File: src/rtl/ps2_transmitter.sv
// ---------------------------------------------------------------------------------------------
// ps2_transmitter
//
// Host-to-device PS/2 transmitter. Sends one command byte to a keyboard using the
// inhibit / request-to-send / device-clocked frame, then checks the device acknowledge.
// Pins are driven open-drain by the top level from the *_low outputs.
//
// Ports:
//   CLK50MHz      in   system clock
//   RESET         in   synchronous, active-high reset
//   tx_data[7:0]  in   byte to send, latched when tx_start is accepted in IDLE
//   tx_start      in   one-cycle start strobe, honoured only in IDLE
//   tx_busy       out  high from the cycle after an accepted start until DONE
//   tx_done       out  one-cycle pulse at the end of a frame
//   tx_err        out  last frame had no ack (or timed out); cleared on next accepted start
//   rx_inhibit    out  copy of tx_busy, masks the PS/2 receiver while a frame is in flight
//   ps2_clk_in    in   raw PS/2 clock pin level (asynchronous)
//   ps2_data_in   in   raw PS/2 data pin level (asynchronous)
//   ps2_clk_low   out  1 = pull PS/2 clock low, 0 = release
//   ps2_data_low  out  1 = pull PS/2 data low, 0 = release
//
// Build option:
//   PS2_TX_TIMEOUT_EN  when defined, a watchdog started on entry to REQ aborts a frame after
//                      TIMEOUT_CYCLES cycles with tx_err set and a tx_done pulse. Without it a
//                      silent device holds the transmitter busy until RESET.
// ---------------------------------------------------------------------------------------------
module ps2_transmitter #(
    parameter int unsigned INHIBIT_CYCLES = 5000,
    parameter int unsigned FILTER_LEN     = 4,
    parameter int unsigned TIMEOUT_CYCLES = 750000
) (
    input  logic       CLK50MHz,
    input  logic       RESET,
    input  logic [7:0] tx_data,
    input  logic       tx_start,
    output logic       tx_busy,
    output logic       tx_done,
    output logic       tx_err,
    output logic       rx_inhibit,
    input  logic       ps2_clk_in,
    input  logic       ps2_data_in,
    output logic       ps2_clk_low,
    output logic       ps2_data_low
);

    // -----------------------------------------------------------------------------------------
    // Constants
    // -----------------------------------------------------------------------------------------
    localparam int unsigned InhW  = $clog2(INHIBIT_CYCLES + 1);
    localparam int unsigned FiltW = $clog2(FILTER_LEN + 1);

    localparam logic [InhW-1:0]  InhLast  = InhW'(INHIBIT_CYCLES - 1);
    localparam logic [FiltW-1:0] FiltLast = FiltW'(FILTER_LEN - 1);

    localparam logic [2:0] StIdle     = 3'd0;
    localparam logic [2:0] StInhibit  = 3'd1;
    localparam logic [2:0] StReq      = 3'd2;
    localparam logic [2:0] StShift    = 3'd3;
    localparam logic [2:0] StAck      = 3'd4;
    localparam logic [2:0] StWaitIdle = 3'd5;
    localparam logic [2:0] StDone     = 3'd6;

    // -----------------------------------------------------------------------------------------
    // Input synchronizers (idle bus level is high, so they reset to 1)
    // -----------------------------------------------------------------------------------------
    logic clk_meta_q, clk_sync_q;
    logic data_meta_q, data_sync_q;

    always_ff @(posedge CLK50MHz) begin
        if (RESET) begin
            clk_meta_q  <= 1'b1;
            clk_sync_q  <= 1'b1;
            data_meta_q <= 1'b1;
            data_sync_q <= 1'b1;
        end else begin
            clk_meta_q  <= ps2_clk_in;
            clk_sync_q  <= clk_meta_q;
            data_meta_q <= ps2_data_in;
            data_sync_q <= data_meta_q;
        end
    end

    // -----------------------------------------------------------------------------------------
    // Clock glitch filter and falling-edge detector.
    // The filtered level only follows the synchronized pin after FILTER_LEN consecutive
    // samples that differ from it; fall_q pulses on the cycle the filtered level drops.
    // -----------------------------------------------------------------------------------------
    logic             clk_filt_q, clk_filt_d;
    logic [FiltW-1:0] filt_cnt_q, filt_cnt_d;
    logic             fall_q, fall_d;

    always_comb begin
        clk_filt_d = clk_filt_q;
        filt_cnt_d = '0;
        fall_d     = 1'b0;
        if (clk_sync_q != clk_filt_q) begin
            if (filt_cnt_q == FiltLast) begin
                clk_filt_d = clk_sync_q;
                fall_d     = ~clk_sync_q;
            end else begin
                filt_cnt_d = filt_cnt_q + FiltW'(1);
            end
        end
    end

    always_ff @(posedge CLK50MHz) begin
        if (RESET) begin
            clk_filt_q <= 1'b1;
            filt_cnt_q <= '0;
            fall_q     <= 1'b0;
        end else begin
            clk_filt_q <= clk_filt_d;
            filt_cnt_q <= filt_cnt_d;
            fall_q     <= fall_d;
        end
    end

    // -----------------------------------------------------------------------------------------
    // Frame state
    // -----------------------------------------------------------------------------------------
    logic [2:0]      state_q, state_d;
    logic [InhW-1:0] inh_cnt_q, inh_cnt_d;
    logic [3:0]      bitn_q, bitn_d;
    // {parity, D7..D0}; bit 0 is always the bit currently on the wire while shifting.
    logic [8:0]      shreg_q, shreg_d;
    logic            err_q, err_d;
    logic            wd_expired;

    // -----------------------------------------------------------------------------------------
    // Watchdog
    // -----------------------------------------------------------------------------------------
`ifdef PS2_TX_TIMEOUT_EN
    localparam int unsigned    WdW    = $clog2(TIMEOUT_CYCLES + 1);
    localparam logic [WdW-1:0] WdLast = WdW'(TIMEOUT_CYCLES - 1);

    logic [WdW-1:0] wd_cnt_q, wd_cnt_d;
    logic           wd_active;

    // Counts every cycle spent waiting on the device, starting from 0 on the first REQ cycle.
    assign wd_active = (state_q == StReq) || (state_q == StShift) ||
                       (state_q == StAck) || (state_q == StWaitIdle);

    always_comb begin
        wd_cnt_d = wd_cnt_q;
        if (state_q == StInhibit) begin
            wd_cnt_d = '0;
        end else if (wd_active) begin
            wd_cnt_d = wd_cnt_q + WdW'(1);
        end
    end

    always_ff @(posedge CLK50MHz) begin
        if (RESET) begin
            wd_cnt_q <= '0;
        end else begin
            wd_cnt_q <= wd_cnt_d;
        end
    end

    assign wd_expired = wd_active && (wd_cnt_q == WdLast);
`else
    // Keeps the parameter referenced when the watchdog is compiled out.
    logic unused_timeout;
    assign unused_timeout = (TIMEOUT_CYCLES == 0);
    assign wd_expired     = 1'b0;
`endif

    // -----------------------------------------------------------------------------------------
    // Next-state logic
    // -----------------------------------------------------------------------------------------
    always_comb begin
        state_d   = state_q;
        inh_cnt_d = inh_cnt_q;
        bitn_d    = bitn_q;
        shreg_d   = shreg_q;
        err_d     = err_q;

        case (state_q)
            StIdle: begin
                if (tx_start) begin
                    state_d   = StInhibit;
                    inh_cnt_d = '0;
                    err_d     = 1'b0;
                    shreg_d   = {~^tx_data, tx_data};
                end
            end
            StInhibit: begin
                if (inh_cnt_q == InhLast) begin
                    state_d = StReq;
                    bitn_d  = '0;
                end else begin
                    inh_cnt_d = inh_cnt_q + InhW'(1);
                end
            end
            StReq: begin
                // Start bit was sampled by the device; D0 goes out next.
                if (fall_q) begin
                    state_d = StShift;
                end
            end
            StShift: begin
                if (fall_q) begin
                    bitn_d  = bitn_q + 4'd1;
                    shreg_d = {1'b1, shreg_q[8:1]};
                    // Falling edge after parity: release data for the stop bit.
                    if (bitn_q == 4'd8) begin
                        state_d = StAck;
                    end
                end
            end
            StAck: begin
                if (fall_q) begin
                    err_d   = data_sync_q;
                    state_d = StWaitIdle;
                end
            end
            StWaitIdle: begin
                if (clk_filt_q && data_sync_q) begin
                    state_d = StDone;
                end
            end
            StDone: begin
                state_d = StIdle;
            end
            default: begin
                state_d = StIdle;
            end
        endcase

        if (wd_expired) begin
            state_d = StDone;
            err_d   = 1'b1;
        end
    end

    always_ff @(posedge CLK50MHz) begin
        if (RESET) begin
            state_q   <= StIdle;
            inh_cnt_q <= '0;
            bitn_q    <= '0;
            shreg_q   <= '0;
            err_q     <= 1'b0;
        end else begin
            state_q   <= state_d;
            inh_cnt_q <= inh_cnt_d;
            bitn_q    <= bitn_d;
            shreg_q   <= shreg_d;
            err_q     <= err_d;
        end
    end

    // -----------------------------------------------------------------------------------------
    // Outputs, decoded from state so RESET releases both lines on the following cycle.
    // -----------------------------------------------------------------------------------------
    always_comb begin
        ps2_clk_low  = 1'b0;
        ps2_data_low = 1'b0;
        case (state_q)
            StInhibit: begin
                ps2_clk_low  = 1'b1;
                // Start bit is asserted in the last inhibit cycle so it is already
                // on the bus when the clock is released.
                ps2_data_low = (inh_cnt_q == InhLast);
            end
            StReq: begin
                ps2_data_low = 1'b1;
            end
            StShift: begin
                ps2_data_low = ~shreg_q[0];
            end
            default: begin
            end
        endcase
    end

    assign tx_busy    = (state_q != StIdle) && (state_q != StDone);
    assign tx_done    = (state_q == StDone);
    assign tx_err     = err_q;
    assign rx_inhibit = tx_busy;

endmodule

File: config.mk
export PLATFORM = sky130hd
export DESIGN_NAME = ps2_transmitter
export DESIGN_NICKNAME = d
export VERILOG_FILES = /design/src/rtl/ps2_transmitter.sv
export SDC_FILE = /design/constraint.sdc
export NUM_CORES = 1
export LEC_CHECK = 0
export CAP_MARGIN = 5
export CORE_ASPECT_RATIO = 1.4
export CORE_MARGIN = 2
export CORE_UTILIZATION = 38
export CTS_BUF_LIST = sky130_fd_sc_hd__clkbuf_8
export CTS_CLUSTER_DIAMETER = 50
export DETAILED_ROUTE_END_ITERATION = 7
export PLACE_DENSITY = 0.65
export SYNTH_ARGS = -nofsm -noshare
export SYNTH_HDL_FRONTEND = slang
export SYNTH_SLANG_ARGS = --single-unit
File: constraint.sdc
create_clock -name CLK50MHz -period 4.12 [get_ports CLK50MHz]
set_clock_uncertainty 0.05 [all_clocks]
set_input_delay 0.824 -clock CLK50MHz [delete_from_list [all_inputs] [get_ports CLK50MHz]]
set_output_delay 0.824 -clock CLK50MHz [all_outputs]
set_load 0.02 [all_outputs]
Word level (Yosys, flattened, before mapping). Cells that the tools add are included.

Bits in registers: 39. Input port bits: 13. Output and inout bits: 6. Logic and storage cells: 77.

Add/subtract/negate cells: 3. Equal/unequal tests: 19. Multiplexer cells: 22. Bitwise logic cells: 4. Reduce and logical (&&, ||, !) cells: 17.

Operator list (count): 13-bit two-way mux (2); 13-bit case mux with 2 select lines (1); 3-bit two-way mux (7); 9-bit two-way mux (2); 3-bit case mux with 6 select lines (1); 9-bit case mux with 2 select lines (1); 2-bit inequality test, second input constant (8); 13-bit by 1-bit adder with 13-bit output, second input constant (1); 13-bit equality test, second input constant (1); 3-bit AND reduction (4); 3-bit by 2-bit equality test with 1-bit output, second input constant (3); 3-bit equality test, second input constant (3); 4-bit two-way mux (2); 4-bit case mux with 2 select lines (1); 2-bit nonzero test (4); 8-bit XNOR reduction (1); 7-bit AND reduction (1); 3-bit OR reduction (2); 4-bit by 1-bit adder with 4-bit output, second input constant (1); 4-bit equality test, second input constant (1); 1-bit inverter (4); 3-bit by 1-bit adder with 3-bit output, second input constant (1); 3-bit by 1-bit equality test with 1-bit output, second input constant (1); 3-bit logical NOT (1); 8 further kinds (11).

Longest topological paths before layout.
Depth after elaboration: 4. Gate-level depth with buffers: 7. Gate-level depth less buffers: 6.

Least setup slack after synthesis. OpenSTA, ideal clock, no wires.

Path kind: reg2out. Start point: register state_q[2]. End point: output ps2_data_low. Arrival: 1.605 ns. Data required time: 3.246 ns. Path slack: 1.641 ns. Cell stages (with the launch flop): 6. Path buffers: 2. Path through: dfxtp_1 -> buf_2 -> or3b_1 -> clkbuf_1 -> nor4_2 -> or2_2.

Word-level cells in the longest chain between the ends: 2. Elaborated cells on any way between the ends: 4. Classes of those cells: 3 x eq/ne; 1 x mux.

Ends and longest elaborated chain: start: declaration (line 121) `logic [2:0] state_q, state_d;`; start signal: assignment (line 238) `state_q <= StIdle;`; start signal: assignment (line 244) `state_q <= state_d;`; 3-bit by 2-bit equality test with 1-bit output or 3-bit by 1-bit equality test with 1-bit output (tied branches) (line 258) `case (state_q)`; 1-bit case mux with 3 select lines (*) (line 258); end: declaration (line 43) `output logic ps2_data_low`.

Mark *: on every way between the ends. The rest lies on a longest branch, timed or not.

Worst setup path in the final report.
Start point: register state_q[0]. End point: output ps2_data_low.

Same word-level chain as after synthesis.

==> out/metrics.csv <==
metric,value,unit
outcome,"complete, no violations",
num_vias,1845,
synthArstFlopShare,0,%
synthCells,245,
yosys-top-cells-area,"dfxtp_1, a311oi_1, nand2_1, nand3_1, nor2_1",
synth-edff-count,0,
drc,0,
tns,0,ns
overflow,0,
antenna_found_initial,0,
grt_pass1_vias,1725,
period_share,86.19,%
yosysSeqAreaShare,37.86,%
p_leak,0.0008177,uW
clk_pin_slew,0.08,ns
post_cts_buffers,0,
postRouteAntennaNets,0,
preCtsSetupSlack,0.8964,ns
fin_nets,272,
portBuffers,18,
htree_levels,2,
setup_slack,0.5691,ns
fp-row-count,31,
most-common-layout-cells,"dfxtp_1, nand2_1, nor2_1, clkdlybuf4s50_1, nand3_1",
dp.cells,313,
synth.distinct_cells,52,
synth_fp_nets,263,
cts_tree,done,
diodes,0,
dp_hpwl,3231,um
start_kind,flip-flop,
tightest_slew,0.7250,ns
fp.dieW,66.26,um
drive_gt1_share,9.804,%
finalWirelength,4639,um
viasPerCell,5.748,
cts_root_buf,clkbuf_8,
irDropWorstVdd,0.0001846,V
place.gp.congestion,0.8345,
yosys.area.top_type,dfxtp_1,
start_util,39.67,%
cts.sink_count,39,
min_path_type,reg2reg,
cp-end-kind,primary output,
area_delta_synth_final,14.56,%
dr.pass1.iters,4,
clock_path_buffers,2,
power,1079,uW
rsz0062_at_grt,false,
grt_pass1_wl,7893,um
num_io_pins,19,
die-area,6040,sq um
final_common_cell,dfxtp_1,
finalHoldViolations,0,
critical_path_required,3.25,ns
pwr_density_cell,456.7,nW/um^2
fin_util,45.45,%
synthFlopType,dfxtp_1,
cts.repair.resized,0,
clock_latency,0.29,ns
drt-initial-drc-count,96,
cts_inserted_buffers,5,
setup_viol,0,
cp.arrival,2.68,ns
dieHeight,91.16,um
core_area,5197,sq um
drv_cap,0,
wl_per_cell,14.45,um
grt_max_degree,37,
netlist_area,2062,sq um
ys_seq_elements,39,
crit_type,reg2out,
avgSynthCellArea,8.416,sq um
final.min_clock_period,3.551,ns
synth_top_area_share,37.86,%
crit_fanout,14,
ys_warn_count,0,
max-slew-margin-rel,51.67,%
grt_util_all_layers,16.70,%
drv_slew,0,
final_cells,321,
cts_hold_buf,0,
fmax,0.2816,GHz
path summary, 6_finish.rpt:
check | start | to | slack [ns] | depth (start not counted)
worst max-delay path | state_q[0] | ps2_data_low | 0.57 | 4
worst min-delay path | data_meta_q | data_sync_q | 0.36 | 1
worst max register to register | inh_cnt_q[10] | state_q[0] | 1.95 | 4
worst min register to register | data_meta_q | data_sync_q | 0.36 | 1
synthesized netlist by cell type, types with 7 or more instances:
library cell	number
nand4_1	7
clkbuf_1	11
a311oi_1	12
xnor2_1	7
nand2_1	24
nand3_1	14
nor3_1	7
inv_1	7
o21ai_0	10
a21oi_1	9
nor2_1	18
dfxtp_1	39
a31oi_1	9
area by class of cell:
| cell class | count | area [sq um] |
|---|---|---|
| clock inverter | 1 | 7.507 |
| timing repair buffer | 19 | 187.7 |
| fill | 542 | 2835 |
| tap | 66 | 82.58 |
| clock buffer | 7 | 96.34 |
| multi-input combinational | 181 | 1177 |
| sequential | 39 | 780.7 |
| inverter | 8 | 30.03 |
routing by layer:
layer,global-route usage [%],wire [um]
met5,0,0
met4,7.313,112
met3,3.346,145
met2,28.08,2315
met1,20.08,2065
registers in the layout, summed over array words and instances, names as in the netlist:
register and flops:
inh_cnt_q 13, tx_err 1, fall_q 1, data_meta_q 1, filt_cnt_q 3, shreg_q 9
clk_sync_q 1, clk_meta_q 1, data_sync_q 1, clk_filt_q 1, bitn_q 4, state_q 3
cells by family (layout without fill, tap and decap cells):
kind of cell               count (synthesis)  in the layout  synth area share, %
and+or+nand+nor                          107            107                29.31
AOI/OAI and AO/OA                         58             58                19.96
DFF                                       39             39                37.86
buffers and inverters                     25             35                5.036
xor gates and xnor gates                   9              9                3.823
adders and majority gates                  5              5                3.034
muxes                                      2              2               0.9709
per-stage QoR:
stage	hold slack [ns]	instance area (sq um)
final	0.3635	2362
after global routing	0.3808	2362
after CTS	0.3675	2362
after detailed placement	0.3475	2258
after global placement	0.3418	2258
after floorplan	0.3395	2062
report_power, final:
part	leakage [uW]	internal (uW)	switching, uW
sequential	0.000318	418	39.8
combinational	0.000449	135	200
clock	0.0000505	152	133
critical path: stages, from the launching register on:
cell             delay (ns)
dfxtp_1                0.56
or3b_1                 0.55
nor4_2                 0.50
or2_2                  0.19
clkdlybuf4s50_1        0.59
Power figures use the tool's default switching activity.
